--- config.mk ---
export PLATFORM = sky130hd
export DESIGN_NAME = fnd_time_display
export DESIGN_NICKNAME = d
export VERILOG_FILES = /design/src/rtl/fnd_time_display.sv
export SDC_FILE = /design/constraint.sdc
export NUM_CORES = 1
export LEC_CHECK = 0
export BUFFER_PORTS_ARGS = -buffer_cell sky130_fd_sc_hd__buf_2
export CORE_AREA = 4 4 81 83
export CTS_BUF_LIST = sky130_fd_sc_hd__clkbuf_4 sky130_fd_sc_hd__clkbuf_8 sky130_fd_sc_hd__clkbuf_16
export CTS_CLUSTER_DIAMETER = 100
export DETAILED_ROUTE_END_ITERATION = 10
export DIE_AREA = 0 0 85 87
export PLACE_DENSITY = 0.95
export SYNTH_ARGS = -nofsm -noshare
export SYNTH_HDL_FRONTEND = slang
export SYNTH_SLANG_ARGS = --single-unit
export TNS_END_PERCENT = 100
--- constraint.sdc ---
create_clock -name i_clk -period 16.2 [get_ports i_clk]
set_input_delay 0.81 -clock i_clk [delete_from_list [all_inputs] [get_ports i_clk]]
set_output_delay 0.81 -clock i_clk [all_outputs]
set_load 0.005 [all_outputs]
--- src/rtl/fnd_time_display.sv ---
`default_nettype none
// ============================================================================
//  Module   : fnd_time_display
//  Function : Converts binary hh/mm/ss/cc fields into BCD and scans four
//             common-anode 7-segment digits. A debounced push-button toggles
//             between an HH.MM view and an SS.cc view.
//  Options  : FND_DP_BLINK_EN - when defined, the d2 decimal point blinks
//             at 1 Hz (lit while i_ms < 50); otherwise it is lit steadily.
//  Revision : 1.0 - initial release
// ============================================================================
module fnd_time_display #(
  parameter int SCAN_DIV     = 100_000,
  parameter int DEBOUNCE_CNT = 1_000_000
) (
  input  logic       i_clk,
  input  logic       i_reset,
  input  logic [5:0] i_hour,
  input  logic [5:0] i_min,
  input  logic [5:0] i_sec,
  input  logic [6:0] i_ms,
  input  logic       i_btn_mode,
  output logic [3:0] o_fnd_digit,
  output logic [7:0] o_fnd_font
);

  localparam int SC_W = (SCAN_DIV > 1) ? $clog2(SCAN_DIV) : 1;
  localparam int DB_W = (DEBOUNCE_CNT > 1) ? $clog2(DEBOUNCE_CNT) : 1;
  localparam logic [SC_W-1:0] SCAN_LAST = SC_W'(SCAN_DIV - 1);
  localparam logic [DB_W-1:0] DB_LAST   = DB_W'(DEBOUNCE_CNT - 1);
  localparam logic [7:0]      FONT_DASH = 8'hBF;

  typedef enum logic {
    MODE_HM = 1'b0,
    MODE_SC = 1'b1
  } mode_e;

  // Segment pattern for one decimal digit, dp off, active-low
  function automatic logic [7:0] seg_font(input logic [6:0] dig);
    logic [7:0] f;
    case (dig)
      7'd0:    f = 8'hC0;
      7'd1:    f = 8'hF9;
      7'd2:    f = 8'hA4;
      7'd3:    f = 8'hB0;
      7'd4:    f = 8'h99;
      7'd5:    f = 8'h92;
      7'd6:    f = 8'h82;
      7'd7:    f = 8'hF8;
      7'd8:    f = 8'h80;
      7'd9:    f = 8'h90;
      default: f = 8'hFF;
    endcase
    return f;
  endfunction

  logic              btn_meta_q, btn_sync_q;
  logic [DB_W-1:0]   db_cnt_q, db_cnt_d;
  logic              db_level_q, db_level_d;
  logic              db_prev_q;
  mode_e             mode_q, mode_d;
  logic [SC_W-1:0]   scan_cnt_q, scan_cnt_d;
  logic [1:0]        idx_q, idx_d;
  logic [3:0]        fnd_digit_q, fnd_digit_d;
  logic [7:0]        fnd_font_q, fnd_font_d;

  logic [6:0]        hi_val, lo_val, sel_val, dig_val;
  logic              dp_on;

  // Two-flop synchronizer for the asynchronous button
  always_ff @(posedge i_clk or posedge i_reset) begin
    if (i_reset) begin
      btn_meta_q <= 1'b0;
      btn_sync_q <= 1'b0;
    end else begin
      btn_meta_q <= i_btn_mode;
      btn_sync_q <= btn_meta_q;
    end
  end

  // Debounce: count consecutive samples that disagree with the accepted level
  always_comb begin
    db_cnt_d   = '0;
    db_level_d = db_level_q;
    if (btn_sync_q != db_level_q) begin
      if (db_cnt_q == DB_LAST) begin
        db_level_d = btn_sync_q;
      end else begin
        db_cnt_d = db_cnt_q + 1'b1;
      end
    end
  end

  // Mode flips on each rising edge of the debounced level; release is ignored
  always_comb begin
    mode_d = mode_q;
    if (db_level_q && !db_prev_q) begin
      mode_d = (mode_q == MODE_HM) ? MODE_SC : MODE_HM;
    end
  end

  // Digit-slot timer and digit index
  always_comb begin
    scan_cnt_d = scan_cnt_q + 1'b1;
    idx_d      = idx_q;
    if (scan_cnt_q == SCAN_LAST) begin
      scan_cnt_d = '0;
      idx_d      = idx_q + 2'd1;
    end
  end

  // Pick the field for the current digit, split into BCD and map to segments
  always_comb begin
    hi_val  = (mode_q == MODE_SC) ? {1'b0, i_sec} : {1'b0, i_hour};
    lo_val  = (mode_q == MODE_SC) ? i_ms          : {1'b0, i_min};
    sel_val = idx_q[1] ? hi_val : lo_val;
    dig_val = idx_q[0] ? (sel_val / 7'd10) : (sel_val % 7'd10);
`ifdef FND_DP_BLINK_EN
    dp_on   = (i_ms < 7'd50);
`else
    dp_on   = 1'b1;
`endif
    fnd_digit_d = ~(4'b0001 << idx_q);
    if (sel_val > 7'd99) begin
      fnd_font_d = FONT_DASH;
    end else begin
      fnd_font_d = seg_font(dig_val);
    end
    if ((idx_q == 2'd2) && dp_on) begin
      fnd_font_d[7] = 1'b0;
    end
  end

  // State and output registers
  always_ff @(posedge i_clk or posedge i_reset) begin
    if (i_reset) begin
      db_cnt_q    <= '0;
      db_level_q  <= 1'b0;
      db_prev_q   <= 1'b0;
      mode_q      <= MODE_HM;
      scan_cnt_q  <= '0;
      idx_q       <= 2'd0;
      fnd_digit_q <= 4'b1111;
      fnd_font_q  <= 8'hFF;
    end else begin
      db_cnt_q    <= db_cnt_d;
      db_level_q  <= db_level_d;
      db_prev_q   <= db_level_q;
      mode_q      <= mode_d;
      scan_cnt_q  <= scan_cnt_d;
      idx_q       <= idx_d;
      fnd_digit_q <= fnd_digit_d;
      fnd_font_q  <= fnd_font_d;
    end
  end

  assign o_fnd_digit = fnd_digit_q;
  assign o_fnd_font  = fnd_font_q;

endmodule
`default_nettype wire

# Yosys cells after proc, flatten, opt, wreduce, memory -nomap -nowiden
# Memory sizes are Yosys's and may differ from the RTL's.
# Index checks and enable logic that the tools add are counted.
[word_totals]
regBits = 56
word_cells = 38
inputBits = 28
n_memories = 1
output_inout_bits = 12
romBits = 112
[mem_list]
columns = ["name", "depth", "width", "rd", "rd_ports_with_merged_regs", "write_ports", "line_no", "source"]
rows = [
  ["(no name shown)", 16, 7, 1, 0, 0, "40", "case (dig)"],
]
[classes]
shift = 1
n_bitwise = 1
div = 2
eq_ne = 4
n_reduce_logical = 4
addsub = 3
n_lt_le_gt_ge = 1
n_mux = 11
[ops]
columns = ["cell", "n"]
rows = [
  ["two-way mux 20 bit", 2],
  ["two-way mux 7 bit", 3],
  ["adder 20 x 1 -> 20 bit (second input constant)", 1],
  ["equality test 20 bit (second input constant)", 1],
  ["adder 17 x 1 -> 17 bit (second input constant)", 1],
  ["equality test 17 bit (second input constant)", 1],
  ["two-way mux 17 bit", 1],
  ["two-way mux 8 bit", 2],
  ["divider 7 x 4 -> 7 bit (second input constant)", 1],
  ["> comparator 7 bit (second input constant)", 1],
  ["remainder unit 7 x 4 -> 7 bit (second input constant)", 1],
  ["two-way mux 6 bit", 1],
  ["NOT 4 bit", 1],
  ["left shift 1 x 2 -> 4 bit (first input constant)", 1],
  ["zero test 3 bit", 1],
  ["adder 2 x 1 -> 2 bit (second input constant)", 1],
  ["equality test 2 bit (second input constant)", 1],
  ["two-way mux 1 bit", 2],
  ["AND reduction 2 bit", 1],
  ["logical AND 1 bit", 1],
  ["zero test 1 bit", 1],
  ["!= test 1 bit", 1],
]

# Longest topological paths before layout
# Gate-level depths: netlist of run 1.
[depth]
ltp_word = 8
mapped_depth = 24
ltp_nobuf = 23

# Worst setup path before layout of run 1
# Ideal clock, no wire load.
[synth_timing]
path_kind = "input port to flip-flop"
from = "input port i_sec[5]"
to = "register fnd_font_q[6], in the netlist o_fnd_font[6]"
t_arrival_ps = 5414
required_time_ps = 16111
n_path_buf = 0
stages = 21
slack_ps = 10697
setup_ps = 89
cell_sequence = "mux4_2 -> inv_1 -> ha_1 -> nor2_1 -> nor4_1 -> nor2_1 -> ha_1 -> inv_1 -> o41ai_1 -> or2_1 -> mux2_4 -> a21oi_1 -> a21oi_1 -> a21oi_1 -> ha_1 -> o32ai_2 -> a2111oi_4 -> o311ai_2 -> ha_1 -> o31ai_4 -> o211ai_2"
[synth_via]
elab_chain_cells = 7
elab_cells_between_ends = 10
cone_classes = "2 x div; 1 x order compare; 5 x mux; 1 x reduce/logical; 1 x memory"
[synth_rtl]
columns = ["element", "line_no", "source"]
rows = [
  ["from (decl)", "19", "input logic [5:0] i_sec,"],
  ["two-way mux 6 bit (*)", "113", "hi_val = (mode_q == MODE_SC) ? {1'b0, i_sec} : {1'b0, i_hour};"],
  ["two-way mux 7 bit (*)", "115", "sel_val = idx_q[1] ? hi_val : lo_val;"],
  ["remainder unit 7 x 4 -> 7 bit or divider 7 x 4 -> 7 bit (tied branches)", "116", "dig_val = idx_q[0] ? (sel_val / 7'd10) : (sel_val % 7'd10);"],
  ["two-way mux 7 bit", "116", ""],
  ["memory (16 x 7 bit) or zero test 3 bit (tied branches)", "-", ""],
  ["two-way mux 8 bit", "40", ""],
  ["two-way mux 8 bit (*)", "123", "if (sel_val > 7'd99) begin"],
  ["named net fnd_font_d[6]", "64", "logic [7:0] fnd_font_q, fnd_font_d;"],
  ["to (signal assigned)", "152", "fnd_font_q <= fnd_font_d;"],
  ["to (decl)", "64", ""],
]
# The timed path passes the listed nets; every way through them passes the cells marked *.
# A chain may end at the register's enable or synchronous reset.

# Worst setup path in the final report of run 1
[layout_timing]
from = "register mode_q"
to = "register fnd_font_q[0], in the netlist o_fnd_font[0]"
[layout_via]
elab_chain_cells = 7
elab_cells_between_ends = 11
cone_classes = "2 x div; 1 x order compare; 6 x mux; 1 x reduce/logical; 1 x memory"
[layout_rtl]
columns = ["element", "line_no", "source"]
rows = [
  ["from (decl)", "60", "mode_e mode_q, mode_d;"],
  ["from (signal assigned)", "148", "mode_q <= mode_d;"],
  ["two-way mux 7 bit or two-way mux 6 bit (tied branches)", "114, 113", ""],
  ["two-way mux 7 bit (*)", "115", ""],
  ["remainder unit 7 x 4 -> 7 bit or divider 7 x 4 -> 7 bit (tied branches)", "116", ""],
  ["two-way mux 7 bit", "116", ""],
  ["memory (16 x 7 bit) or zero test 3 bit (tied branches)", "-", ""],
  ["two-way mux 8 bit", "40", ""],
  ["two-way mux 8 bit (*)", "123", ""],
  ["named net fnd_font_d[0]", "64", ""],
]
# Marks and branches as above.

==> summary.txt, run 1 <==
DR vias/cell -> 6.02
Worst EP required -> 16.41 ns
Synth Cell Area -> 0.00362 mm2
Post-synth top area cell -> dfrtp_1
Setup TNS -> 0 ns
CP peak stage delay -> 0.79 ns
CTS tree -> built
Final setup fails -> 0
CTS max path bufs -> 2
Startpoint types -> register
Critical Path AT -> 6.72 ns
Netlist cell types -> 69
R2R depth -> 21
Post-route clock period utilization -> 0.402
Layout cell share with drive strength beyond 1 -> 0.217
Max VDD drop -> 0.0521 mV
Count of final hold-check violations -> 0
Period minus WS final -> 6.51 ns
Latest clock arrival within the worst-skew pair -> 0.30 ns
DR WL/cell -> 15.8 um
Crit path kind -> register to register
Pre-antenna DRT Iters -> 4
Core area -> 0.00585 mm2
FP Rows -> 28
Ys Warns -> 0
Initial antenna violation count -> 0
# DRC -> 0
Buf/Inv on CP -> 2
Worst-path cell chain -> mux4_2, inv_1, ha_1, nor2_1, nor4_1, nor2_1, ha_1, inv_1, o41ai_1, o21ai_0, a21oi_1, o31ai_1, a21oi_1, a21oi_1, ha_1, a2111oi_2, o311ai_0, nand3_1, or2_1, nor3b_1, o31ai_1
Buffers added on ports -> 39
Final Util -> 0.675
EDFF count, synth -> 0
GRT overflow -> 0
Top-area cell type share of the netlist area -> 0.304
Worst-path fanout max -> 14
Slowest CP cell -> dfrtp_1
CTS Buf Count -> 5
Die height -> 87 um
Nets@finish -> 455
Number of clock sinks -> 55
Post-Syn Nets -> 420
Final Skew -> 0.00436 ns
Max cap viols -> 0
Ys async rst share -> 1.00
Starting Density -> 0.619
Worst min path class -> register to register
Achievable clock frequency -> 0.154 GHz
CTS root buf -> clkbuf_8
First-pass GRT wire length -> 13.2 mm
Die X -> 85 um
Die ar. -> 0.00740 mm2
LEAKAGE -> 1.68 nW
GP Congestion -> 0.936
Post-synthesis sequential area ratio -> 0.384
CTS clk-pin slew, worst paths -> 0.09 ns
Least-Margin Pin Slew -> 1.08 ns
DRT iter0 DRCs -> 203
Largest net degree at the start of global routing -> 56
Crit. path cell count -> 21
Top cells by area, synth -> dfrtp_1, dfstp_2, nor2_1
Syn Inst Count -> 379
DP Wirelength -> 5.85 mm
Number of global-route vias before repair -> 2,956
Diode count -> 0
Power Density -> 73.5 mW/mm2
Max-slew headroom -> 0.277
Avg Cell Area, Syn -> 9.56 um2
Top delay family on crit path -> compound AO/OA/AOI/OAI gates
Fin. max-slew vios -> 0
CP Capture Type -> register
#FFs+latches synth -> 55
Routed Wire Length -> 7.76 mm
Hold-critical path depth -> 0
# Post-CTS Setup Buffers -> 0
RSZ-0062 raised after global routing -> false
Top_reg_cell synth -> dfrtp_1
Total track usage -> 0.220
H-tree depth -> 2
Via count -> 2,950
# IOs -> 40
Post-CTS Hold Fix Bufs -> 0
Resized cells post-CTS -> 0
Outcome -> completed
Routed Antenna Nets -> 0
Area delta synth->final -> 8.95%
## synth_stat cells (3+ instances only)
| cell | number |
|---|---|
| mux4_2 | 6 |
| nor4_1 | 5 |
| buf_2 | 3 |
| dfstp_2 | 11 |
| nand2_1 | 34 |
| or3_1 | 4 |
| or2_1 | 3 |
| a21oi_1 | 12 |
| inv_1 | 18 |
| o31ai_1 | 3 |
| o311ai_0 | 3 |
| nor2_1 | 50 |
| nor2b_1 | 3 |
| a31oi_1 | 3 |
| a21o_1 | 3 |
| o21ai_1 | 8 |
| o21ai_0 | 10 |
| and3_1 | 9 |
| o211ai_1 | 5 |
| nand3_1 | 17 |
| nand4_1 | 8 |
| clkbuf_1 | 6 |
| ha_1 | 13 |
| mux2i_1 | 3 |
| nor3_1 | 9 |
| xnor2_1 | 15 |
| xor2_1 | 19 |
| o31a_1 | 3 |
| dfrtp_1 | 44 |
## per-stage QoR
| step | hold slack (ns) | total power, W | worst slack (ns) | instances | cell area [um2] |
|---|---|---|---|---|---|
| 6_report | 0.358 | 0.000290 | 9.69 | 490 | 3950 |
| 5_1_grt | 0.369 | 0.000304 | 9.05 | 490 | 3950 |
| 4_1_cts | 0.363 | 0.000291 | 9.80 | 490 | 3950 |
| 3_5_place_dp | 0.343 | 0.000216 | 9.82 | 482 | 3850 |
| 3_3_place_gp | 0.339 | 0.000212 | 10.19 | 482 | 3850 |
| 2_1_floorplan | 0.331 | 0.000197 | 10.70 | 379 | 3620 |
## cells by family (layout without fill, tap and decap cells)
| group | Yosys count | in the layout | synth area share |
|---|---|---|---|
| DFF | 55 | 55 | 0.384 |
| AOI/OAI and AO/OA | 72 | 72 | 0.160 |
| muxes | 13 | 13 | 0.0598 |
| buffers and inverters | 31 | 67 | 0.0373 |
| adders and majority gates | 13 | 13 | 0.0449 |
| and+or+nand+nor | 161 | 161 | 0.232 |
| xor gates and xnor gates | 34 | 34 | 0.0822 |
## layer usage
layer	wire, um	GRT usage	vias to the layer above	part of all wire
met2	3950	0.398	82	0.51
li1	-	-	1430	-
met3	262	0.0331	22	0.034
met1	3320	0.259	1416	0.43
met5	0	0	-	0
met4	224	0.0950	0	0.029
## worst reg2reg max path: cells and delay by family (launching register included)
family | cells | cell delay [ns]
AO/OA/AOI/OAI | 9 | 2.41
adder cells (fa/ha/maj) | 3 | 0.76
buffers and inverters | 2 | 0.18
flip-flops | 1 | 0.79
multiplexers | 1 | 0.68
AND/OR/NAND/NOR | 6 | 1.58
## cell usage in the layout (no fill, tap or decap), drive strengths merged, types with 8 or more instances in the layout
cell,netlist,routed
a21oi,12,12
and3,9,9
buf,6,40
clkbuf,6,8
dfrtp,44,44
dfstp,11,11
ha,13,13
inv,18,18
nand2,34,34
nand3,17,17
nand4,9,9
nor2,50,50
nor3,10,10
o21ai,18,18
xnor2,15,15
xor2,19,19
## path summary, 6_finish.rpt
| kind | from | to | slack, ns |
|---|---|---|---|
| min | btn_meta_q | btn_sync_q | 0.36 |
| max in group asynchronous | i_reset | db_cnt_q[12] | 14.77 |
| min in group asynchronous | i_reset | scan_cnt_q[16] | 0.77 |
| min reg2reg | btn_meta_q | btn_sync_q | 0.36 |
| max | mode_q | o_fnd_font[0] | 9.69 |
| max reg2reg | mode_q | o_fnd_font[0] | 9.69 |
## power breakdown
group | leakage, nW | internal (W) | switching [W]
logic | 0.923 | 0.0000263 | 0.0000383
clock network | 0.0498 | 0.0000358 | 0.0000407
registers | 0.709 | 0.000147 | 0.00000192
## flip-flops by register name, summed over array words and instances (netlist names)
name,cells
o_fnd_digit,4
idx_q,2
db_cnt_q,20
btn_sync_q,1
scan_cnt_q,17
o_fnd_font,7
btn_meta_q,1
mode_q,1
db_level_q,1
db_prev_q,1
## cell type report
type / instances / area [um2]
Multi-Input combinational cell: 293 / 2100
Fill cell: 432 / 1900
Sequential cell: 55 / 1390
Timing Repair Buffer: 40 / 203
Tap cell: 75 / 93.8
Clock buffer: 8 / 91.3
Inverter: 19 / 71.3
Note: power is estimated with default switching activity, not from simulation.
==> run 2, diff against run 1 <==
--- a/config.mk
+++ b/config.mk
@@ -6,12 +6,12 @@
 export NUM_CORES = 1
 export LEC_CHECK = 0
 export BUFFER_PORTS_ARGS = -buffer_cell sky130_fd_sc_hd__buf_2
-export CORE_AREA = 4 4 81 83
+export CORE_AREA = 4 4 84 86
 export CTS_BUF_LIST = sky130_fd_sc_hd__clkbuf_4 sky130_fd_sc_hd__clkbuf_8 sky130_fd_sc_hd__clkbuf_16
 export CTS_CLUSTER_DIAMETER = 100
 export DETAILED_ROUTE_END_ITERATION = 10
-export DIE_AREA = 0 0 85 87
-export PLACE_DENSITY = 0.95
+export DIE_AREA = 0 0 88 90
+export PLACE_DENSITY = 0.9
 export SYNTH_ARGS = -nofsm -noshare
 export SYNTH_HDL_FRONTEND = slang
 export SYNTH_SLANG_ARGS = --single-unit
==> constraint.sdc (replaced) <==
create_clock -name i_clk -period 6.5 [get_ports i_clk]
set_input_delay 0.325 -clock i_clk [delete_from_list [all_inputs] [get_ports i_clk]]
set_output_delay 0.325 -clock i_clk [all_outputs]
set_load 0.005 [all_outputs]
==> summary.txt, run 2 (same netlist as run 1, synthesis figures left out) <==
Final Skew -> 0.00574 ns (+0.00138 ns)
GRT overflow -> 0 (unchanged)
Max cap viols -> 0 (unchanged)
Resized cells post-CTS -> 0 (unchanged)
CP Capture Type -> register
Final setup fails -> 0 (unchanged)
# Post-CTS Setup Buffers -> 0 (unchanged)
Die ar. -> 0.00792 mm2 (+7.1%)
Worst min path class -> input pin to register
Initial antenna violation count -> 0 (unchanged)
Fillcell total -> 495 (+15%)
Outcome -> completed
DP Wirelength -> 5.83 mm (-0.30%)
# DRC -> 0 (unchanged)
Most frequent cells in the layout -> nor2_1, dfrtp_1, buf_2, nand2_1, xor2_1
M1 GR Usage -> 0.253 (-0.00564)
Worst reg2reg setup slack -> 0.61 ns (-9.08 ns)
FP Rows -> 29 (+3.6%)
Number of global-route vias before repair -> 3,076 (+4.1%)
GP Congestion -> 0.941 (+0.57%)
Buffers added on ports -> 39 (unchanged)
Commonest non-fill, non-tap cell in the layout -> nor2_1
CTS tree -> built
Most used routing layer -> met2
Multi-input logic area -> 0.00211 mm2 (+0.78%)
Period minus WS final -> 5.89 ns (-0.622 ns)
Sw Pwr -> 0.000205 W (+150%)
CTS root buf -> clkbuf_8
Via count -> 2,939 (-0.37%)
CTS Buf Count -> 5 (unchanged)
Placed cell area -> 0.00387 mm2 (+0.45%)
Top delay family on crit path -> compound AO/OA/AOI/OAI gates
RSZ-0062 raised after global routing -> false
DRT iter0 DRCs -> 144 (-29%)
Latest clock arrival within the worst-skew pair -> 0.31 ns (about the same)
Routed Antenna Nets -> 0 (unchanged)
Biggest register -> db_cnt_q
Setup TNS -> 0 ns (unchanged)
Die X -> 88 um (+3.5%)
DR vias/cell -> 5.95 (-1.2%)
Worst EP required -> 6.72 ns (-9.69 ns)
Number of clock sinks -> 55 (unchanged)
Portion of total power attributed to the clock network -> 0.304 (+0.040)
Critical Path AT -> 6.11 ns (-0.61 ns)
Slowest CP cell -> mux4_2
Least-Margin Pin Slew -> 1.11 ns (+0.0235 ns)
Post-route clock period utilization -> 0.905 (+0.504)
Crit path kind -> register to register
Post-CTS Hold Fix Bufs -> 0 (unchanged)
Layout cell share with drive strength beyond 1 -> 0.230 (+0.0133)
Power Density -> 190 mW/mm2 (+160%)
# IOs -> 40 (unchanged)
DR WL/cell -> 15.9 um (about the same)
Seq pwr share -> 0.487 (-0.026)
Max VDD drop -> 0.164 mV (+210%)
Pre-antenna DRT Iters -> 4 (unchanged)
First-pass GRT wire length -> 13.6 mm (+3.3%)
Total track usage -> 0.210 (-0.00943)
CTS max path bufs -> 2 (unchanged)
CTS clk-pin slew, worst paths -> 0.10 ns (about the same)
Area delta synth->final -> 10.6%
Final Cell Area -> 0.00401 mm2 (+1.6%)
Routed Wire Length -> 7.83 mm (+0.90%)
Nets@finish -> 457 (+0.44%)
Max-slew headroom -> 0.261 (-0.0157)
H-tree depth -> 2 (unchanged)
Sequential Area -> 0.00139 mm2 (about the same)
Largest net degree at the start of global routing -> 56 (unchanged)
Worst-path cell chain -> mux4_2, inv_1, ha_1, nor2_1, nor4_2, nor2_1, ha_1, inv_1, o41ai_1, or2_1, mux2_4, a21oi_1, a21oi_1, a21oi_1, ha_1, a2111oi_2, o311ai_0, nand3_2, or2_1, nor3b_1, o31ai_1
Starting Density -> 0.577 (-0.0421)
Startpoint types -> register
LEAKAGE -> 1.71 nW (+1.5%)
Power Internal -> 0.000557 W (+170%)
CP peak stage delay -> 0.65 ns (-0.14 ns)
Core area -> 0.00628 mm2 (+7.3%)
Grt met3 use -> 0.0329 (-0.000206)
Fin. max-slew vios -> 0 (unchanged)
Largest register FFs -> 20 (unchanged)
Buf/Inv on CP -> 2 (unchanged)
Die height -> 90 um (+3.4%)
Logic pwr share -> 0.209 (-0.014)
Sw Ratio -> 0.269 (-0.00995)
GRT met2 Usage -> 0.367 (-0.0308)
Diode count -> 0 (unchanged)
Worst-path fanout max -> 11 (-3)
Achievable clock frequency -> 0.170 GHz (+11%)
Count of final hold-check violations -> 0 (unchanged)
run 2: final timing paths:
kind / end / depth (start not counted) / startpoint
min in group asynchronous: scan_cnt_q[4] / 2 / i_reset
min: btn_meta_q / 1 / i_btn_mode
max: o_fnd_font[0] / 21 / mode_q
min reg2reg: btn_sync_q / 0 / btn_meta_q
max in group asynchronous: idx_q[1] / 2 / i_reset
max reg2reg: o_fnd_font[0] / 21 / mode_q
run 2: cell type report:
type	count	area share
clock buffer	6	0.0206
sequential	55	0.347
clock inverter	2	0.00874
tap	77	0.0240
multi-input combinational	293	0.527
timing repair buffer	42	0.0543
inverter	19	0.0178
run 2: worst register-to-register path, delay by kind of cell, from the launching register on:
family	cells	cell delay, ns
multiplexers	2	1.00
flip-flops	1	0.57
AO/OA/AOI/OAI	7	1.73
AND/OR/NAND/NOR	7	1.53
adder cells (fa/ha/maj)	3	0.79
buffers and inverters	2	0.20
run 2: metrics by stage:
stage	setup WS, ns	total power, W	util	std cells	hold slack (ns)
floorplan	1.33	0.000491	-	379	0.331
global placement	0.772	0.000531	0.617	486	0.336
detailed placement	0.440	0.000535	0.617	486	0.343
CTS	0.388	0.000768	0.636	494	0.107
global route	0.136	0.000804	0.638	494	0.108
finish	0.614	0.000762	0.638	494	0.120
run 2: power groups by stage:
stage                     sequential, W  clock (W)  combinational (W)
final                          0.000371   0.000232           0.000160
after global routing           0.000373   0.000253           0.000178
after CTS                      0.000371   0.000239           0.000158
after detailed placement       0.000378          0           0.000157
after global placement         0.000377          0           0.000154
after floorplan                0.000379          0           0.000112
run 2: routing by layer:
layer / up-vias / routed length [um]
met5: - / 0
met4: 0 / 211
met3: 15 / 260
met2: 59 / 4140
met1: 1433 / 3220
li1: 1432 / -
==> run 3, diff against run 2 <==
--- a/config.mk
+++ b/config.mk
@@ -6,11 +6,11 @@
 export NUM_CORES = 1
 export LEC_CHECK = 0
 export BUFFER_PORTS_ARGS = -buffer_cell sky130_fd_sc_hd__buf_2
-export CORE_AREA = 4 4 84 86
+export CORE_AREA = 2 2 82 84
 export CTS_BUF_LIST = sky130_fd_sc_hd__clkbuf_4 sky130_fd_sc_hd__clkbuf_8 sky130_fd_sc_hd__clkbuf_16
 export CTS_CLUSTER_DIAMETER = 100
 export DETAILED_ROUTE_END_ITERATION = 10
-export DIE_AREA = 0 0 88 90
+export DIE_AREA = 0 0 84 86
 export PLACE_DENSITY = 0.9
 export SYNTH_ARGS = -nofsm -noshare
 export SYNTH_HDL_FRONTEND = slang
==> summary.txt, run 3 (same netlist as run 1, synthesis figures left out) <==
CTS root buf -> clkbuf_8
CTS tree -> built
Startpoint types -> register
Worst EP required -> 6.71 ns (about the same)
Routed Antenna Nets -> 0 (unchanged)
Number of clock sinks -> 55 (unchanged)
Final Cell Area -> 0.00402 mm2 (+0.37%)
Placed cell area -> 0.00388 mm2 (+0.19%)
Max VDD drop -> 0.168 mV (+2.3%)
Diode count -> 0 (unchanged)
Die ar. -> 0.00722 mm2 (-8.8%)
Critical Path AT -> 6.21 ns (+0.10 ns)
Period minus WS final -> 6.00 ns (+0.115 ns)
Achievable clock frequency -> 0.167 GHz (-1.9%)
GRT overflow -> 0 (unchanged)
Initial antenna violation count -> 0 (unchanged)
Fin Hold WS -> 0.122 ns (+0.00239 ns)
Sw Ratio -> 0.256 (-0.0135)
Final Util -> 0.641 (+0.00239)
CTS max path bufs -> 2 (unchanged)
Starting Density -> 0.577 (unchanged)
DP Wirelength -> 5.51 mm (-5.5%)
Most Frequent Cell on Critical Path -> ha_1
R2R depth -> 22 (+4.8%)
DR vias/cell -> 5.97 (+0.34%)
Nets@finish -> 458 (+0.22%)
Crit path kind -> register to register
DR WL/cell -> 15.1 um (-4.8%)
Crit. path cell count -> 22 (+4.8%)
Buf/Inv on CP -> 3 (+1)
Post-route clock period utilization -> 0.923 (+0.0177)
Final Skew -> 0.00275 ns (-0.00300 ns)
CP Capture Type -> register
RSZ-0062 raised after global routing -> false
Latest clock arrival within the worst-skew pair -> 0.30 ns (about the same)
Slowest CP cell -> mux4_2
Via count -> 2,955 (+0.54%)
Top delay family on crit path -> compound AO/OA/AOI/OAI gates
Hold-critical path depth -> 1 (unchanged)
GP Congestion -> 0.932 (-0.89%)
Area delta synth->final -> 11.1%
Worst-path cell chain -> mux4_2, inv_1, ha_1, nor2_1, nor4_1, nor2_1, ha_1, inv_1, o41ai_1, or2_1, mux2_4, a21oi_1, a21oi_1, a21oi_1, ha_1, o32ai_2, a2111oi_4, o311ai_2, ha_1, inv_1, o21ai_0, nand4_1
# Post-CTS Setup Buffers -> 0 (unchanged)
Largest register FFs -> 20 (unchanged)
FP Rows -> 29 (unchanged)
Setup TNS -> 0 ns (unchanged)
Largest net degree at the start of global routing -> 56 (unchanged)
Logic pwr share -> 0.206 (-0.003)
Worst-path fanout max -> 8 (-3)
Outcome -> completed
Power Internal -> 0.000591 W (+6.2%)
Die height -> 86 um (-4.4%)
# DRC -> 0 (unchanged)
Seq pwr share -> 0.466 (-0.021)
Fin. max-slew vios -> 0 (unchanged)
First-pass GRT wire length -> 13.0 mm (-4.2%)
Max-slew headroom -> 0.276 (+0.0144)
Portion of total power attributed to the clock network -> 0.328 (+0.024)
Layout cell share with drive strength beyond 1 -> 0.227 (-0.00294)
Total track usage -> 0.220 (+0.0100)
# IOs -> 40 (unchanged)
Worst min path class -> input pin to register
H-tree depth -> 2 (unchanged)
LEAKAGE -> 1.71 nW (+0.41%)
Least-Margin Pin Slew -> 1.08 ns (-0.0215 ns)
Power Density -> 198 mW/mm2 (+3.9%)
Max cap viols -> 0 (unchanged)
CTS Buf Count -> 5 (unchanged)
Count of final hold-check violations -> 0 (unchanged)
Number of global-route vias before repair -> 2,933 (-4.6%)
Core area -> 0.00628 mm2 (unchanged)
Pre-antenna DRT Iters -> 5 (+1)
CTS clk-pin slew, worst paths -> 0.09 ns (about the same)
Sw Pwr -> 0.000203 W (-0.99%)
Routed Wire Length -> 7.47 mm (-4.6%)
Biggest register -> db_cnt_q
Final setup fails -> 0 (unchanged)
Die X -> 84 um (-4.5%)
Commonest non-fill, non-tap cell in the layout -> nor2_1
Most frequent cells in the layout -> nor2_1, dfrtp_1, buf_2, nand2_1, xor2_1
Buffers added on ports -> 39 (unchanged)
DRT iter0 DRCs -> 290 (+100%)
CP peak stage delay -> 0.61 ns (-0.04 ns)
## run 3: cell count changes in the layout (fill, tap and decap cells not counted), sizes merged
cell / previous run / this run
bufinv: 1 / 2
clkinv: 2 / 1
buf: 42 / 43
## run 3: layout make-up
class	instances	area (um2)
timing repair buffer	43	225
sequential	55	1390
clock inverter	2	60.1
inverter	19	71.3
tap	77	96.3
multi-input combinational	293	2100
clock buffer	6	76.3
fill	496	2250
## run 3: what timing repair did
action | CTS | global route
resized for setup | 0 | 2
endpoints found under the setup margin | 0 | 7
hold buffers | 0 | 0
## run 3: power by group through the flow
stage	Combinational [W]	Clock (W)	Sequential, W
3_5_place_dp	0.000160	0	0.000377
5_1_grt	0.000181	0.000287	0.000372
4_1_cts	0.000161	0.000269	0.000371
3_3_place_gp	0.000154	0	0.000377
2_1_floorplan	0.000112	0	0.000379
6_report	0.000164	0.000261	0.000370
## run 3: path summary, 6_finish.rpt
| check | startpoint | slack, ns | to |
|---|---|---|---|
| worst max-delay path | mode_q | 0.50 | o_fnd_font[3] |
| worst min-delay path | i_btn_mode | 0.12 | btn_meta_q |
| worst max register to register | mode_q | 0.50 | o_fnd_font[3] |
| worst min register to register | btn_meta_q | 0.36 | btn_sync_q |
| max in group asynchronous | i_reset | 5.49 | idx_q[1] |
| min in group asynchronous | i_reset | 0.28 | scan_cnt_q[4] |
## run 3: routing by layer
| metal | wire length, um | up-vias | global-route usage |
|---|---|---|---|
| met5 | 0 | - | 0 |
| met4 | 165 | 0 | 0.0968 |
| met3 | 361 | 22 | 0.0539 |
| met2 | 3940 | 99 | 0.380 |
| met1 | 3010 | 1397 | 0.264 |
| li1 | - | 1437 | - |
## run 3: metrics by stage
stage | setup WS [ns] | total power (W) | cells
after floorplan | 1.33 | 0.000491 | 379
after global placement | 0.942 | 0.000531 | 487
after detailed placement | 0.346 | 0.000538 | 487
after CTS | 0.309 | 0.000800 | 495
after global routing | 0.129 | 0.000840 | 495
final | 0.499 | 0.000795 | 495
## run 3: worst register-to-register path, cell delays in order, from the launching register on
cell and delay [ns]:
dfrtp_1 0.42, mux4_2 0.61, inv_1 0.12, ha_1 0.23, nor2_1 0.12, nor4_1 0.47, nor2_1 0.10, ha_1 0.25
inv_1 0.06, o41ai_1 0.11, or2_1 0.28, mux2_4 0.35, a21oi_1 0.37, a21oi_1 0.20, a21oi_1 0.30, ha_1 0.32
o32ai_2 0.14, a2111oi_4 0.54, o311ai_2 0.24, ha_1 0.38, inv_1 0.04, o21ai_0 0.17, nand4_1 0.11
